File: src/rtl/dac_module.sv
`default_nettype none
// ============================================================================
//  Module   : dac_module
//  Purpose  : Transmit-side DAC driver. Signed 16-bit samples enter through a
//             valid/ready handshake into a small FIFO. Each sample is offset,
//             clamped to a 10-bit code and presented to a parallel DAC. The
//             DAC is clocked by a divided conversion clock. dac_d changes only
//             together with the falling edge of dac_clk.
//  Ports    : clk, rst            system clock, synchronous active-high reset
//             enable              run request
//             in_data/in_valid    sample input, qualified by in_valid
//             in_ready            FIFO can accept a sample
//             dac_clk/dac_d       DAC conversion clock and 10-bit code
//             dac_oc              DAC output enable (RUN and DRAIN)
//             underrun            sticky underrun flag, cleared by clr_underrun
//  Options  : DAC_UNDERRUN_MID_EN - drive midscale (512) on underrun and on
//             entry to IDLE, instead of holding the last code.
//  Revision : 1.0 - initial release
// ============================================================================
module dac_module #(
    parameter int DIV_N      = 10,
    parameter int OFFSET     = 16,
    parameter int FIFO_DEPTH = 4,
    parameter int PRIME      = 2
) (
    input  logic        clk,
    input  logic        rst,
    input  logic        enable,
    input  logic [15:0] in_data,
    input  logic        in_valid,
    output logic        in_ready,
    output logic        dac_clk,
    output logic [9:0]  dac_d,
    output logic        dac_oc,
    output logic        underrun,
    input  logic        clr_underrun
);

    localparam int c_CW = $clog2(DIV_N);
    localparam int c_AW = $clog2(FIFO_DEPTH);
    localparam int c_LW = c_AW + 1;

    localparam logic [c_CW-1:0] c_CNT_LAST  = c_CW'(DIV_N - 1);
    localparam logic [c_CW-1:0] c_CNT_HALF  = c_CW'(DIV_N / 2);
    localparam logic [c_LW-1:0] c_LVL_FULL  = c_LW'(FIFO_DEPTH);
    localparam logic [c_LW-1:0] c_LVL_PRIME = c_LW'(PRIME);
    localparam logic [16:0]     c_OFFSET    = 17'(OFFSET);
    localparam logic [9:0]      c_CODE_MAX  = 10'd1023;
    localparam logic [9:0]      c_CODE_MIN  = 10'd0;
`ifdef DAC_UNDERRUN_MID_EN
    localparam logic [9:0]      c_CODE_MID  = 10'd512;
`endif

    localparam logic [1:0] c_ST_IDLE  = 2'd0;
    localparam logic [1:0] c_ST_RUN   = 2'd1;
    localparam logic [1:0] c_ST_DRAIN = 2'd2;

    logic [1:0]      r_state;
    logic [1:0]      w_state_nxt;
    logic [c_CW-1:0] r_cnt;
    logic [c_CW-1:0] w_cnt_nxt;
    logic [15:0]     r_mem [FIFO_DEPTH];
    logic [c_AW-1:0] r_wr_ptr;
    logic [c_AW-1:0] r_rd_ptr;
    logic [c_LW-1:0] r_level;
    logic [c_LW-1:0] w_level_nxt;
    logic            r_in_ready;
    logic            r_dac_clk;
    logic [9:0]      r_dac_d;
    logic            r_dac_oc;
    logic            r_underrun;

    logic            w_empty;
    logic            w_push;
    logic            w_pop;
    logic            w_start;
    logic            w_active;
    logic            w_tick;
    logic            w_underrun_set;
    logic [15:0]     w_head;
    logic [16:0]     w_sum;
    logic [9:0]      w_code;
    logic [9:0]      w_dac_d_nxt;
    logic            w_dac_clk_nxt;
    logic            w_dac_oc_nxt;

    // ------------------------------------------------------------------
    // FIFO bookkeeping. in_ready is registered from the next level, so a
    // pop on a full FIFO cannot admit a push in the same cycle.
    // ------------------------------------------------------------------
    assign w_empty     = (r_level == '0);
    assign w_push      = in_valid && r_in_ready;
    // The start cycle counts as active: cnt is already 0 there, so the
    // first pop happens on the same edge that leaves IDLE.
    assign w_start     = (r_state == c_ST_IDLE) && enable && (r_level >= c_LVL_PRIME);
    assign w_active    = (r_state != c_ST_IDLE) || w_start;
    assign w_tick      = w_active && (r_cnt == '0);
    assign w_pop       = w_tick && !w_empty;
    assign w_underrun_set = w_tick && w_empty && (r_state == c_ST_RUN);
    assign w_level_nxt = r_level + c_LW'(w_push) - c_LW'(w_pop);

    // ------------------------------------------------------------------
    // Offset and clamp of the FIFO head into a 10-bit DAC code.
    // ------------------------------------------------------------------
    assign w_head = r_mem[r_rd_ptr];
    assign w_sum  = {w_head[15], w_head} + c_OFFSET;

    always_comb begin
        w_code = w_sum[9:0];
        if (w_sum[16]) begin
            w_code = c_CODE_MIN;
        end else if (|w_sum[15:10]) begin
            w_code = c_CODE_MAX;
        end
    end

    // ------------------------------------------------------------------
    // State register
    // ------------------------------------------------------------------
    always_ff @(posedge clk) begin
        if (rst) begin
            r_state <= c_ST_IDLE;
        end else begin
            r_state <= w_state_nxt;
        end
    end

    // ------------------------------------------------------------------
    // Next-state logic
    // ------------------------------------------------------------------
    always_comb begin
        w_state_nxt = r_state;
        case (r_state)
            c_ST_IDLE: begin
                if (w_start) begin
                    w_state_nxt = c_ST_RUN;
                end
            end
            c_ST_RUN: begin
                if (!enable) begin
                    w_state_nxt = c_ST_DRAIN;
                end
            end
            c_ST_DRAIN: begin
                if (enable) begin
                    w_state_nxt = c_ST_RUN;
                end else if ((r_cnt == '0) && w_empty) begin
                    w_state_nxt = c_ST_IDLE;
                end
            end
            default: begin
                w_state_nxt = c_ST_IDLE;
            end
        endcase
    end

    // ------------------------------------------------------------------
    // Output / datapath next values
    // ------------------------------------------------------------------
    always_comb begin
        w_dac_oc_nxt  = (w_state_nxt != c_ST_IDLE);
        w_dac_clk_nxt = w_active && (r_cnt >= c_CNT_HALF);
        w_cnt_nxt     = '0;
        if ((w_state_nxt != c_ST_IDLE) && (r_cnt != c_CNT_LAST)) begin
            w_cnt_nxt = r_cnt + c_CW'(1);
        end
        w_dac_d_nxt = r_dac_d;
        if (w_pop) begin
            w_dac_d_nxt = w_code;
        end
`ifdef DAC_UNDERRUN_MID_EN
        else if (w_underrun_set ||
                 ((r_state != c_ST_IDLE) && (w_state_nxt == c_ST_IDLE))) begin
            w_dac_d_nxt = c_CODE_MID;
        end
`endif
    end

    // ------------------------------------------------------------------
    // Datapath and control registers
    // ------------------------------------------------------------------
    always_ff @(posedge clk) begin
        if (rst) begin
            r_cnt      <= '0;
            r_wr_ptr   <= '0;
            r_rd_ptr   <= '0;
            r_level    <= '0;
            r_in_ready <= 1'b0;
            r_dac_clk  <= 1'b0;
            r_dac_d    <= '0;
            r_dac_oc   <= 1'b0;
            r_underrun <= 1'b0;
        end else begin
            r_cnt      <= w_cnt_nxt;
            r_level    <= w_level_nxt;
            r_in_ready <= (w_level_nxt != c_LVL_FULL);
            r_dac_clk  <= w_dac_clk_nxt;
            r_dac_d    <= w_dac_d_nxt;
            r_dac_oc   <= w_dac_oc_nxt;
            if (w_push) begin
                r_wr_ptr <= r_wr_ptr + c_AW'(1);
            end
            if (w_pop) begin
                r_rd_ptr <= r_rd_ptr + c_AW'(1);
            end
            // Set has priority over a coincident clear.
            if (w_underrun_set) begin
                r_underrun <= 1'b1;
            end else if (clr_underrun) begin
                r_underrun <= 1'b0;
            end
        end
    end

    // Sample storage needs no reset; the pointers define what is valid.
    always_ff @(posedge clk) begin
        if (!rst && w_push) begin
            r_mem[r_wr_ptr] <= in_data;
        end
    end

    assign in_ready = r_in_ready;
    assign dac_clk  = r_dac_clk;
    assign dac_d    = r_dac_d;
    assign dac_oc   = r_dac_oc;
    assign underrun = r_underrun;

endmodule
`default_nettype wire

File: config.mk
export PLATFORM = sky130hd
export DESIGN_NAME = dac_module
export DESIGN_NICKNAME = d
export VERILOG_FILES = /design/src/rtl/dac_module.sv
export SDC_FILE = /design/constraint.sdc
export NUM_CORES = 1
export LEC_CHECK = 0
export ABC_AREA = 1
export CAP_MARGIN = 15
export CORE_UTILIZATION = 30
export DETAILED_ROUTE_END_ITERATION = 16
export PLACE_DENSITY = 0.48
export SKIP_CTS_REPAIR_TIMING = 1
export SLEW_MARGIN = 20
export SYNTH_ARGS = -nofsm -noshare
export SYNTH_HDL_FRONTEND = slang
export SYNTH_SLANG_ARGS = --single-unit
File: constraint.sdc
create_clock -name clk -period 3.5 [get_ports clk]
set_clock_uncertainty 0.05 [all_clocks]
set_input_delay 0.7 -clock clk [delete_from_list [all_inputs] [get_ports clk]]
set_output_delay 0.7 -clock clk [all_outputs]
set_load 0.005 [all_outputs]
==> results of run 1 <==
[cell type report]
cell class / count / share of cell area (%)
Clock buffer: 10 / 4.41
Clock inverter: 6 / 1.04
Inverter: 40 / 2.94
Multi-Input combinational cell: 282 / 30.9
Sequential cell: 93 / 48.2
Tap cell: 180 / 4.34
Timing Repair Buffer: 45 / 8.15
[cells by family (layout without fill, tap and decap cells)]
| kind of cell | after synthesis | in the layout |
|---|---|---|
| AND/OR/NAND/NOR | 224 | 224 |
| adder cells (fa/ha/maj) | 13 | 13 |
| flip-flops | 93 | 93 |
| buffers and inverters | 53 | 101 |
| XOR/XNOR | 7 | 7 |
| AO/OA/AOI/OAI | 38 | 38 |
[per-stage QoR]
stage | hold slack, ns | setup slack (ns)
2_1_floorplan | 0.395 | 1.05
3_3_place_gp | 0.409 | 0.498
3_5_place_dp | 0.408 | 0.453
4_1_cts | 0.417 | 0.828
5_1_grt | 0.438 | 0.646
6_report | 0.417 | 0.789
[worst reg2reg max path, cell delays in order, from the launching register on]
cell,delay [ns]
sky130_fd_sc_hd__dfxtp_1,0.30
sky130_fd_sc_hd__buf_4,0.19
sky130_fd_sc_hd__inv_2,0.16
sky130_fd_sc_hd__buf_4,0.31
sky130_fd_sc_hd__nand2_1,0.12
sky130_fd_sc_hd__nand2_1,0.08
sky130_fd_sc_hd__nand2_1,0.05
sky130_fd_sc_hd__nand2_1,0.13
sky130_fd_sc_hd__nand2_1,0.10
sky130_fd_sc_hd__nor2_4,0.18
sky130_fd_sc_hd__nand3_1,0.09
sky130_fd_sc_hd__nand2_1,0.08
sky130_fd_sc_hd__nand3_2,0.11
sky130_fd_sc_hd__nor2_8,0.25
sky130_fd_sc_hd__nand3_2,0.10
sky130_fd_sc_hd__nand2_1,0.08
sky130_fd_sc_hd__a21oi_1,0.06
[final timing paths]
path | end | slack (ns) | from | cells past startpoint
min | dac_d[9] | 0.42 | dac_d[9] | 2
max reg2reg | dac_d[9] | 0.95 | register | 16
min reg2reg | dac_d[9] | 0.42 | dac_d[9] | 2
max | in_ready | 0.79 | enable | 11
[report_power, final]
group | internal, uW | switching [uW]
clock | 545 | 397
combinational | 276 | 482
sequential | 1260 | 40.2
total | 2080 | 920
[per-layer routing]
metal	vias up	track usage [%]
met4	0	8.08
li1	1509	-
met1	1361	17.3
met2	61	19.9
met3	12	2.65
met5	-	0
[cells in the final DEF (no fill, tap or decap), types with 6 or more instances in the layout]
master and n:
sky130_fd_sc_hd__edfxtp_1 64, sky130_fd_sc_hd__buf_4 11, sky130_fd_sc_hd__xor2_1 6, sky130_fd_sc_hd__inv_2 7, sky130_fd_sc_hd__nand3_2 15, sky130_fd_sc_hd__clkbuf_16 9
sky130_fd_sc_hd__nor2_1 27, sky130_fd_sc_hd__dfxtp_1 29, sky130_fd_sc_hd__inv_1 32, sky130_fd_sc_hd__nand2_2 8, sky130_fd_sc_hd__clkdlybuf4s50_1 34, sky130_fd_sc_hd__ha_1 12
sky130_fd_sc_hd__a21oi_1 21, sky130_fd_sc_hd__nand2_1 127, sky130_fd_sc_hd__nand3_1 26
[sequential cells by signal, indices dropped and copies added (netlist names), named ones only]
signal / count
r_level: 3
dac_d: 10
r_mem: 64
in_ready: 1
r_rd_ptr: 2
dac_clk: 1
r_state: 2
dac_oc: 1
r_wr_ptr: 2
underrun: 1
r_cnt: 4
==> key figures, run 1 <==
Die
  • Top-level I/O count: 35
  • Starting utilization of the core area: 31.1%
  • Die span in y: 123 um
  • Area of the die: 0.0150 mm2
  • Cell row count: 43
  • Horizontal extent of the die: 123 um
  • Core Footprint: 0.0140 mm2

Worst setup path
  • Kind of launch point of the worst setup path: input pin
  • Worst EP arrival: 2.90 ns
  • Required time worst endpoint: 3.69 ns
  • Endpoint type of the worst setup path: register
  • Category of the most critical setup path: input pin to register
  • Count of buffer and inverter cells on the critical path: 4
  • Highest net fanout along the worst path: 3
  • Largest stage delay on the critical path: 0.51 ns
  • Cell-by-cell listing of the critical path: clkdlybuf4s50_1 -> inv_1 -> o21ai_0 -> nand2_1 -> nor2_1 -> ha_1 -> inv_1 -> ha_1 -> fa_1 -> o31ai_1 -> inv_1
  • Critical path's most frequent cell: sky130_fd_sc_hd__inv_1
  • Highest-delay cell along the critical path: sky130_fd_sc_hd__clkdlybuf4s50_1
  • Delay-heaviest family, CP: adder cells

Routing
  • Drt pass-1 iters: 4
  • Routed length on met3: 327 um
  • Wire length per cell after detailed routing: 13.8 um
  • Via density: 4.49
  • Detailed-route wire length: 9.05 mm
  • Via Count: 2943
  • Wl on met1: 4.43 mm
  • Iteration-0 DRC count of the detailed router: 164
  • Topmost layer with routed signal wires: met4
  • Antenna viol nets, final: 0
  • Met2 Wirelength: 4.05 mm
  • Detailed-route DRC error count: 0

Run status
  • Run status: finished, final reports clean

Placed design
  • Post-placement cell area: 0.00491 mm2
  • Port-buffer cells: 34
  • HPWL after detailed placement: 5.99 mm
  • Number of cells after detailed placement: 640
  • Global placer's final weighted congestion: 0.771

Flow run
  • Number of maximum-capacitance constraint violations: 0

Global routing
  • Via count of the first global-routing pass: 2781
  • Maximum number of pins on one net before global-route repair: 25
  • Global-route usage over all layers: 13.2%
  • Global-route wire length before repair: 14.3 mm
  • Total congestion overflow: 0
  • Antenna violations before repair: 0

Synthesis
  • Number of instances in the synthesized netlist: 428
  • Synth top area share: 44.1%
  • Async set or reset register ratio after synthesis: 0%
  • Number of flops mapped to enable cells by yosys: 64
  • Adder-cell share of the synthesized area: 3.90%
  • Flip-flop and latch count after synthesis: 93
  • Most frequent cell after synthesis: sky130_fd_sc_hd__nand2_1
  • Proportion of synthesized area in mux cells: 0%
  • Cell accounting for the most synthesized area: sky130_fd_sc_hd__edfxtp_1
  • Area share of xor/xnor cells in the synthesized design: 1.41%
  • Net count after synthesis: 462
  • Dominant cells by area after synthesis: sky130_fd_sc_hd__edfxtp_1 (44%), sky130_fd_sc_hd__dfxtp_1 (13%), sky130_fd_sc_hd__nand2_1 (11%)
  • Simple-gate area share of the yosys netlist: 25.8%
  • Yosys synthesis warning count: 0
  • Post-synth top cells: sky130_fd_sc_hd__nand2_1 (127), sky130_fd_sc_hd__edfxtp_1 (64), sky130_fd_sc_hd__inv_1 (32), sky130_fd_sc_hd__dfxtp_1 (29), sky130_fd_sc_hd__nor2_1 (27)
  • Yosys cell types: 38
  • Total standard cell area after synthesis: 0.00436 mm2
  • Synthesized area per cell: 10.2 um2
  • Fraction of the mapped netlist area in compound gates: 5.68%
  • Main combinational cell family by area after synthesis: simple AND/OR/NAND/NOR gates
  • Prevailing post-synth register cell: sky130_fd_sc_hd__edfxtp_1
  • Fraction of the yosys area taken by sequential cells: 57.4%

CTS
  • Clock latency at the later pin of the worst-skew pair: 0.34 ns
  • Root Buffer Master: sky130_fd_sc_hd__clkbuf_16
  • Maximum root-to-sink buffer count: 2
  • Worst-path clk slew: 0.06 ns
  • TritonCTS clock tree: done
  • Clock sinks: 93
  • CTS buffer count: 9
  • # H-tree levels: 3

Power
  • Leakage Power: 0.00197 uW
  • Overall Power: 3000 uW
  • PwrDens: 579 mW/mm2
  • IR Drop Worst-Case VDD: 0.249 mV

Layout
  • Final nets: 505
  • Share of cells above drive strength 1: 15.3%
  • Multi-input gate area: 0.00160 mm2
  • Area delta synth->final: 19.0%
  • Final core occ: 37.0%
  • Storage element area: 0.00250 mm2
  • Post-route non-filler standard cell count: 656
  • Antenna fix cells: 0
  • Design Area, Final: 0.00519 mm2
  • Count of filler cells inserted in the layout: 1399

STA
  • Measured slew at the worst slew-check pin: 0.529 ns
  • Final critical-path required period: 2.71 ns
  • Final Setup Violations: 0
  • Highest attainable clock frequency: 0.369 GHz
  • Final Hold Fails: 0
  • Setup total negative slack: 0 ns
  • Number of max-slew violations in the final report: 0
  • Max transition margin: 64.7%
  • RSZ-0062 raised after global routing: false
  • Final cycle utilization of the critical path: 77.5%

Worst hold path
  • Path class of the lowest-slack min-delay path: register to register
Power figures use the tool's default switching activity.
==> run 2: changes to the inputs <==
clock period = 2.8 ns   (was 3.5 ns; I/O delays follow)
==> key figures, run 2 (same netlist as run 1, synthesis figures left out) <==
CTS
  • Maximum root-to-sink buffer count: 2 (unchanged)
  • TritonCTS clock tree: done
  • Clock latency at the later pin of the worst-skew pair: 0.35 ns (about the same)
  • Root Buffer Master: sky130_fd_sc_hd__clkbuf_16
  • Clock sinks: 93 (unchanged)
  • Worst-path clk slew: 0.06 ns (about the same)
  • CTS buffer count: 9 (unchanged)
  • # H-tree levels: 3 (unchanged)

Worst setup path
  • Delay-heaviest family, CP: adder cells
  • Critical path's most frequent cell: sky130_fd_sc_hd__inv_1
  • Kind of launch point of the worst setup path: input pin
  • Worst EP arrival: 2.67 ns (-0.23 ns)
  • Largest stage delay on the critical path: 0.47 ns (-0.04 ns)
  • Highest net fanout along the worst path: 2 (-1)
  • Required time worst endpoint: 2.99 ns (-0.70 ns)
  • Category of the most critical setup path: input pin to register
  • Cell-by-cell listing of the critical path: clkdlybuf4s50_1 -> inv_1 -> o21ai_0 -> nand2_1 -> nor2_1 -> ha_1 -> inv_1 -> ha_1 -> fa_1 -> o31ai_1 -> inv_1
  • Endpoint type of the worst setup path: register
  • Highest-delay cell along the critical path: sky130_fd_sc_hd__clkdlybuf4s50_1
  • Count of buffer and inverter cells on the critical path: 4 (unchanged)

Global routing
  • Via count of the first global-routing pass: 2611 (-6.1%)
  • Maximum number of pins on one net before global-route repair: 27 (+8.0%)
  • Total congestion overflow: 0 (unchanged)
  • Global-route wire length before repair: 14.1 mm (-1.9%)
  • Global-route usage over all layers: 13.0% (-0.21 points)
  • Antenna violations before repair: 0 (unchanged)

Power
  • PwrDens: 712 mW/mm2 (+23%)
  • Leakage Power: 0.00198 uW (+0.36%)
  • IR Drop Worst-Case VDD: 0.311 mV (+25%)

Layout
  • Count of filler cells inserted in the layout: 1409 (+0.71%)
  • Flip-flop count of the largest register, all copies and words added: 64 (unchanged)
  • Area delta synth->final: 19.3%
  • Most frequent cells in the layout: sky130_fd_sc_hd__nand2_1 (127), sky130_fd_sc_hd__edfxtp_1 (64), sky130_fd_sc_hd__clkdlybuf4s50_1 (34), sky130_fd_sc_hd__inv_1 (32), sky130_fd_sc_hd__dfxtp_1 (29)
  • Share of cells above drive strength 1: 16.7% (+1.3 points)
  • Final core occ: 37.1% (+0.11 points)
  • Most common library cell in the layout ignoring fill and taps: sky130_fd_sc_hd__nand2_1
  • Final nets: 509 (+0.79%)
  • Largest reg by FF count: r_mem
  • Antenna fix cells: 0 (unchanged)
  • Design Area, Final: 0.00520 mm2 (+0.29%)

Routing
  • Antenna viol nets, final: 0 (unchanged)
  • Detailed-route DRC error count: 0 (unchanged)
  • Iteration-0 DRC count of the detailed router: 137 (-16%)
  • Detailed-route wire length: 8.98 mm (-0.82%)
  • Via Count: 2938 (-0.17%)
  • Via density: 4.45 (-0.77%)
  • Drt pass-1 iters: 4 (unchanged)
  • Wire length per cell after detailed routing: 13.6 um (-1.4%)

STA
  • Number of max-slew violations in the final report: 0 (unchanged)
  • RSZ-0062 raised after global routing: false
  • Final Setup Violations: 0 (unchanged)
  • Max transition margin: 71.9% (+7.2 points)
  • Setup total negative slack: 0 ns (unchanged)
  • Final cycle utilization of the critical path: 88.6%
  • Final Hold Fails: 0 (unchanged)
  • Measured slew at the worst slew-check pin: 0.420 ns (-0.108 ns)
  • Final critical-path required period: 2.48 ns
  • Highest attainable clock frequency: 0.403 GHz

Flow run
  • Number of maximum-capacitance constraint violations: 0 (unchanged)

Placed design
  • Global placer's final weighted congestion: 0.823 (+6.8%)
  • HPWL after detailed placement: 5.98 mm (-0.11%)
  • Post-placement cell area: 0.00494 mm2 (+0.61%)
  • Port-buffer cells: 34 (unchanged)

Worst hold path
  • Path class of the lowest-slack min-delay path: register to register

Die
  • Area of the die: 0.0150 mm2 (unchanged)
  • Die span in y: 123 um (unchanged)
  • Cell row count: 43 (unchanged)
  • Starting utilization of the core area: 31.1% (unchanged)
  • Core Footprint: 0.0140 mm2 (unchanged)
  • Top-level I/O count: 35 (unchanged)
  • Horizontal extent of the die: 123 um (unchanged)

Run status
  • Run status: finished, final reports clean
==> run 2: final timing paths <==
path,from,end,slack (ns),cells past startpoint
setup / recovery,enable,in_ready,0.32,11
hold / removal,dac_d[1],dac_d[1],0.42,2
setup reg to reg,register,dac_d[1],0.34,15
hold reg to reg,dac_d[1],dac_d[1],0.42,2
==> run 2: report_power, final <==
part           total (uW)  switching (uW)  internal, uW
Sequential           1630            54.1          1580
Combinational         954             600           355
Clock                1120             518           599
==> run 2: stage by stage <==
step | hold slack [ns] | worst slack [ns] | std cells | total power (uW)
after floorplan | 0.395 | 0.483 | 428 | 2340
after global placement | 0.409 | 0.00211 | 644 | 2620
after detailed placement | 0.408 | -0.0385 | 644 | 2630
after CTS | 0.419 | 0.315 | 660 | 3760
after global routing | 0.429 | 0.0678 | 660 | 3930
final | 0.417 | 0.321 | 660 | 3700
==> run 2: per-layer routing <==
metal / routed length [um] / up-vias / track usage [%] / share of wire [%]
li1: - / 1515 / - / -
met1: 4450 / 1358 / 16.8 / 50
met4: 116 / 0 / 5.64 / 1.3
met2: 4010 / 59 / 19.6 / 45
met5: 0 / - / 0 / 0
met3: 395 / 6 / 4.23 / 4.4
==> run 2: final cells by class <==
class	instances	area, um2	share of cell area [%]
Clock buffer	10	229	4.40
Clock inverter	6	38.8	0.745
Inverter	40	153	2.93
Multi-Input combinational cell	282	1600	30.8
Sequential cell	93	2500	48.1
Tap cell	180	225	4.33
Timing Repair Buffer	49	453	8.70
==> run 2: worst reg2reg max path, cell delays in order, from the launching register on <==
cell	delay [ns]
sky130_fd_sc_hd__dfxtp_1	0.36
sky130_fd_sc_hd__inv_2	0.14
sky130_fd_sc_hd__buf_4	0.33
sky130_fd_sc_hd__nand2_1	0.12
sky130_fd_sc_hd__nand2_1	0.07
sky130_fd_sc_hd__nand2_1	0.04
sky130_fd_sc_hd__nand2_1	0.15
sky130_fd_sc_hd__nand2_1	0.12
sky130_fd_sc_hd__nor2_4	0.18
sky130_fd_sc_hd__nand3_1	0.09
sky130_fd_sc_hd__nand2_1	0.10
sky130_fd_sc_hd__nand3_2	0.13
sky130_fd_sc_hd__nor2_8	0.25
sky130_fd_sc_hd__nand3_2	0.09
sky130_fd_sc_hd__nand2_1	0.08
sky130_fd_sc_hd__a21oi_1	0.06
==> run 3: changes to the inputs <==
CORE_UTILIZATION = 58   (was 30)
PLACE_DENSITY = 0.81   (was 0.48)
==> key figures, run 3 (same netlist as run 1, synthesis figures left out) <==
Routing
  • Antenna viol nets, final: 0 (unchanged)
  • Via density: 5.19 (+17%)
  • Drt pass-1 iters: 4 (unchanged)
  • Wire length per cell after detailed routing: 14.2 um (+4.1%)
  • Via Count: 2998 (+2.0%)
  • Detailed-route wire length: 8.18 mm (-8.8%)
  • Iteration-0 DRC count of the detailed router: 173 (+26%)
  • Detailed-route DRC error count: 0 (unchanged)

Placed design
  • Global placer's final weighted congestion: 0.894 (+8.6%)
  • HPWL after detailed placement: 5.74 mm (-4.1%)
  • Number of cells after detailed placement: 562 (-13%)
  • Port-buffer cells: 34 (unchanged)
  • Post-placement cell area: 0.00483 mm2 (-2.2%)

STA
  • Final critical-path required period: 2.56 ns (+0.0823 ns)
  • Final Hold Fails: 0 (unchanged)
  • Highest attainable clock frequency: 0.390 GHz (-3.2%)
  • Hold WS: 0.416 ns (-0.000212 ns)
  • RSZ-0062 raised after global routing: false
  • Final Setup Violations: 0 (unchanged)
  • Number of max-slew violations in the final report: 0 (unchanged)
  • Max transition margin: 74.6% (+2.7 points)
  • Measured slew at the worst slew-check pin: 0.381 ns (-0.0397 ns)
  • Final cycle utilization of the critical path: 91.5% (+2.9 points)

Layout
  • Post-route non-filler standard cell count: 578 (-12%)
  • Flip-flop count of the largest register, all copies and words added: 64 (unchanged)
  • Storage element area: 0.00250 mm2 (unchanged)
  • Share of cells above drive strength 1: 16.3% (-0.38 points)
  • Most common library cell in the layout ignoring fill and taps: sky130_fd_sc_hd__nand2_1
  • Largest reg by FF count: r_mem
  • Design Area, Final: 0.00501 mm2 (-3.7%)
  • Final nets: 508 (-0.20%)
  • Antenna fix cells: 0 (unchanged)
  • Multi-input gate area: 0.00160 mm2 (unchanged)
  • Final core occ: 69.1% (+32 points)
  • Count of filler cells inserted in the layout: 554 (-61%)
  • Area delta synth->final: 15.0%
  • Most frequent cells in the layout: sky130_fd_sc_hd__nand2_1 (127), sky130_fd_sc_hd__edfxtp_1 (64), sky130_fd_sc_hd__clkdlybuf4s50_1 (34), sky130_fd_sc_hd__inv_1 (32), sky130_fd_sc_hd__dfxtp_1 (29)

Global routing
  • Antenna violations before repair: 0 (unchanged)
  • Global-route usage over all layers: 23.3% (+10 points)
  • Total congestion overflow: 0 (unchanged)
  • Global-route wire length before repair: 13.4 mm (-4.9%)
  • Maximum number of pins on one net before global-route repair: 21 (-22%)
  • Via count of the first global-routing pass: 2808 (+7.5%)

Power
  • Leakage Power: 0.00194 uW (-1.7%)
  • Overall Power: 3430 uW (-7.3%)
  • IR Drop Worst-Case VDD: 0.378 mV (+21%)
  • PwrDens: 684 mW/mm2 (-3.8%)

CTS
  • Clock sinks: 93 (unchanged)
  • Clock latency at the later pin of the worst-skew pair: 0.35 ns (about the same)
  • # H-tree levels: 3 (unchanged)
  • Maximum root-to-sink buffer count: 2 (unchanged)
  • TritonCTS clock tree: done
  • CTS buffer count: 9 (unchanged)
  • Root Buffer Master: sky130_fd_sc_hd__clkbuf_8
  • Worst-path clk slew: 0.08 ns (+0.02 ns)

Die
  • Core Footprint: 0.00725 mm2 (-48%)
  • Cell row count: 31 (-28%)
  • Die span in y: 88.7 um (-28%)
  • Starting utilization of the core area: 60.1% (+29 points)
  • Horizontal extent of the die: 88.7 um (-28%)
  • Top-level I/O count: 35 (unchanged)
  • Area of the die: 0.00787 mm2 (-48%)

Worst setup path
  • Endpoint type of the worst setup path: register
  • Count of buffer and inverter cells on the critical path: 4 (unchanged)
  • Category of the most critical setup path: input pin to register
  • Number of cells on the critical path: 11 (unchanged)
  • Worst EP arrival: 2.76 ns (+0.09 ns)
  • Critical path's most frequent cell: sky130_fd_sc_hd__inv_1
  • Cell-by-cell listing of the critical path: clkdlybuf4s50_1 -> inv_1 -> o21ai_0 -> nand2_1 -> nor2_1 -> ha_1 -> inv_1 -> ha_1 -> fa_1 -> o31ai_1 -> inv_1
  • Required time worst endpoint: 3.00 ns (about the same)
  • Reg2reg setup slack: 0.28 ns (-0.06 ns)
  • Highest net fanout along the worst path: 2 (unchanged)
  • Highest-delay cell along the critical path: sky130_fd_sc_hd__clkdlybuf4s50_1
  • Largest stage delay on the critical path: 0.47 ns (about the same)
  • Worst R2R Path Depth: 11 (-4)
  • Kind of launch point of the worst setup path: input pin
  • Delay-heaviest family, CP: adder cells

Worst hold path
  • Number of stages on the worst hold path: 2 (unchanged)
  • Path class of the lowest-slack min-delay path: register to register

Flow run
  • Number of maximum-capacitance constraint violations: 0 (unchanged)

Run status
  • Run status: finished, final reports clean
[run 3: worst min-delay path, stage by stage, from the launching register on]
cell and delay, ns:
sky130_fd_sc_hd__dfxtp_1 0.32, sky130_fd_sc_hd__nand2_1 0.06, sky130_fd_sc_hd__a21oi_1 0.05
[run 3: worst paths after layout]
kind,startpoint,end
max,enable,in_ready
min,dac_d[4],dac_d[4]
max reg2reg,r_level[1],in_ready
min reg2reg,dac_d[4],dac_d[4]
[run 3: per-layer routing]
metal	part of all wire, %	global-route usage, %
met1	43	31.0
met2	50	37.9
met3	5.9	5.50
met4	1.4	7.92
met5	0	0
[run 3: area by class of cell]
cell class                 count  share of cell area (%)
timing repair buffer          48                    8.88
sequential                    93                    49.9
clock buffer                  12                    3.12
multi-input combinational    282                    32.0
inverter                      40                    3.04
clock inverter                 4                   0.599
tap                           99                    2.47
[run 3: power by group]
part / total [uW] / switching, uW / internal, uW
Combinational: 960 / 606 / 354
Sequential: 1630 / 56.3 / 1580
Clock: 839 / 456 / 383
[run 3: metrics by stage]
stage | TNS [ns] | setup slack (ns)
finish | 0 | 0.238
global route | 0 | 0.109
global placement | 0 | 0.0149
floorplan | 0 | 0.483
detailed placement | -0.0987 | -0.0987
CTS | 0 | 0.273
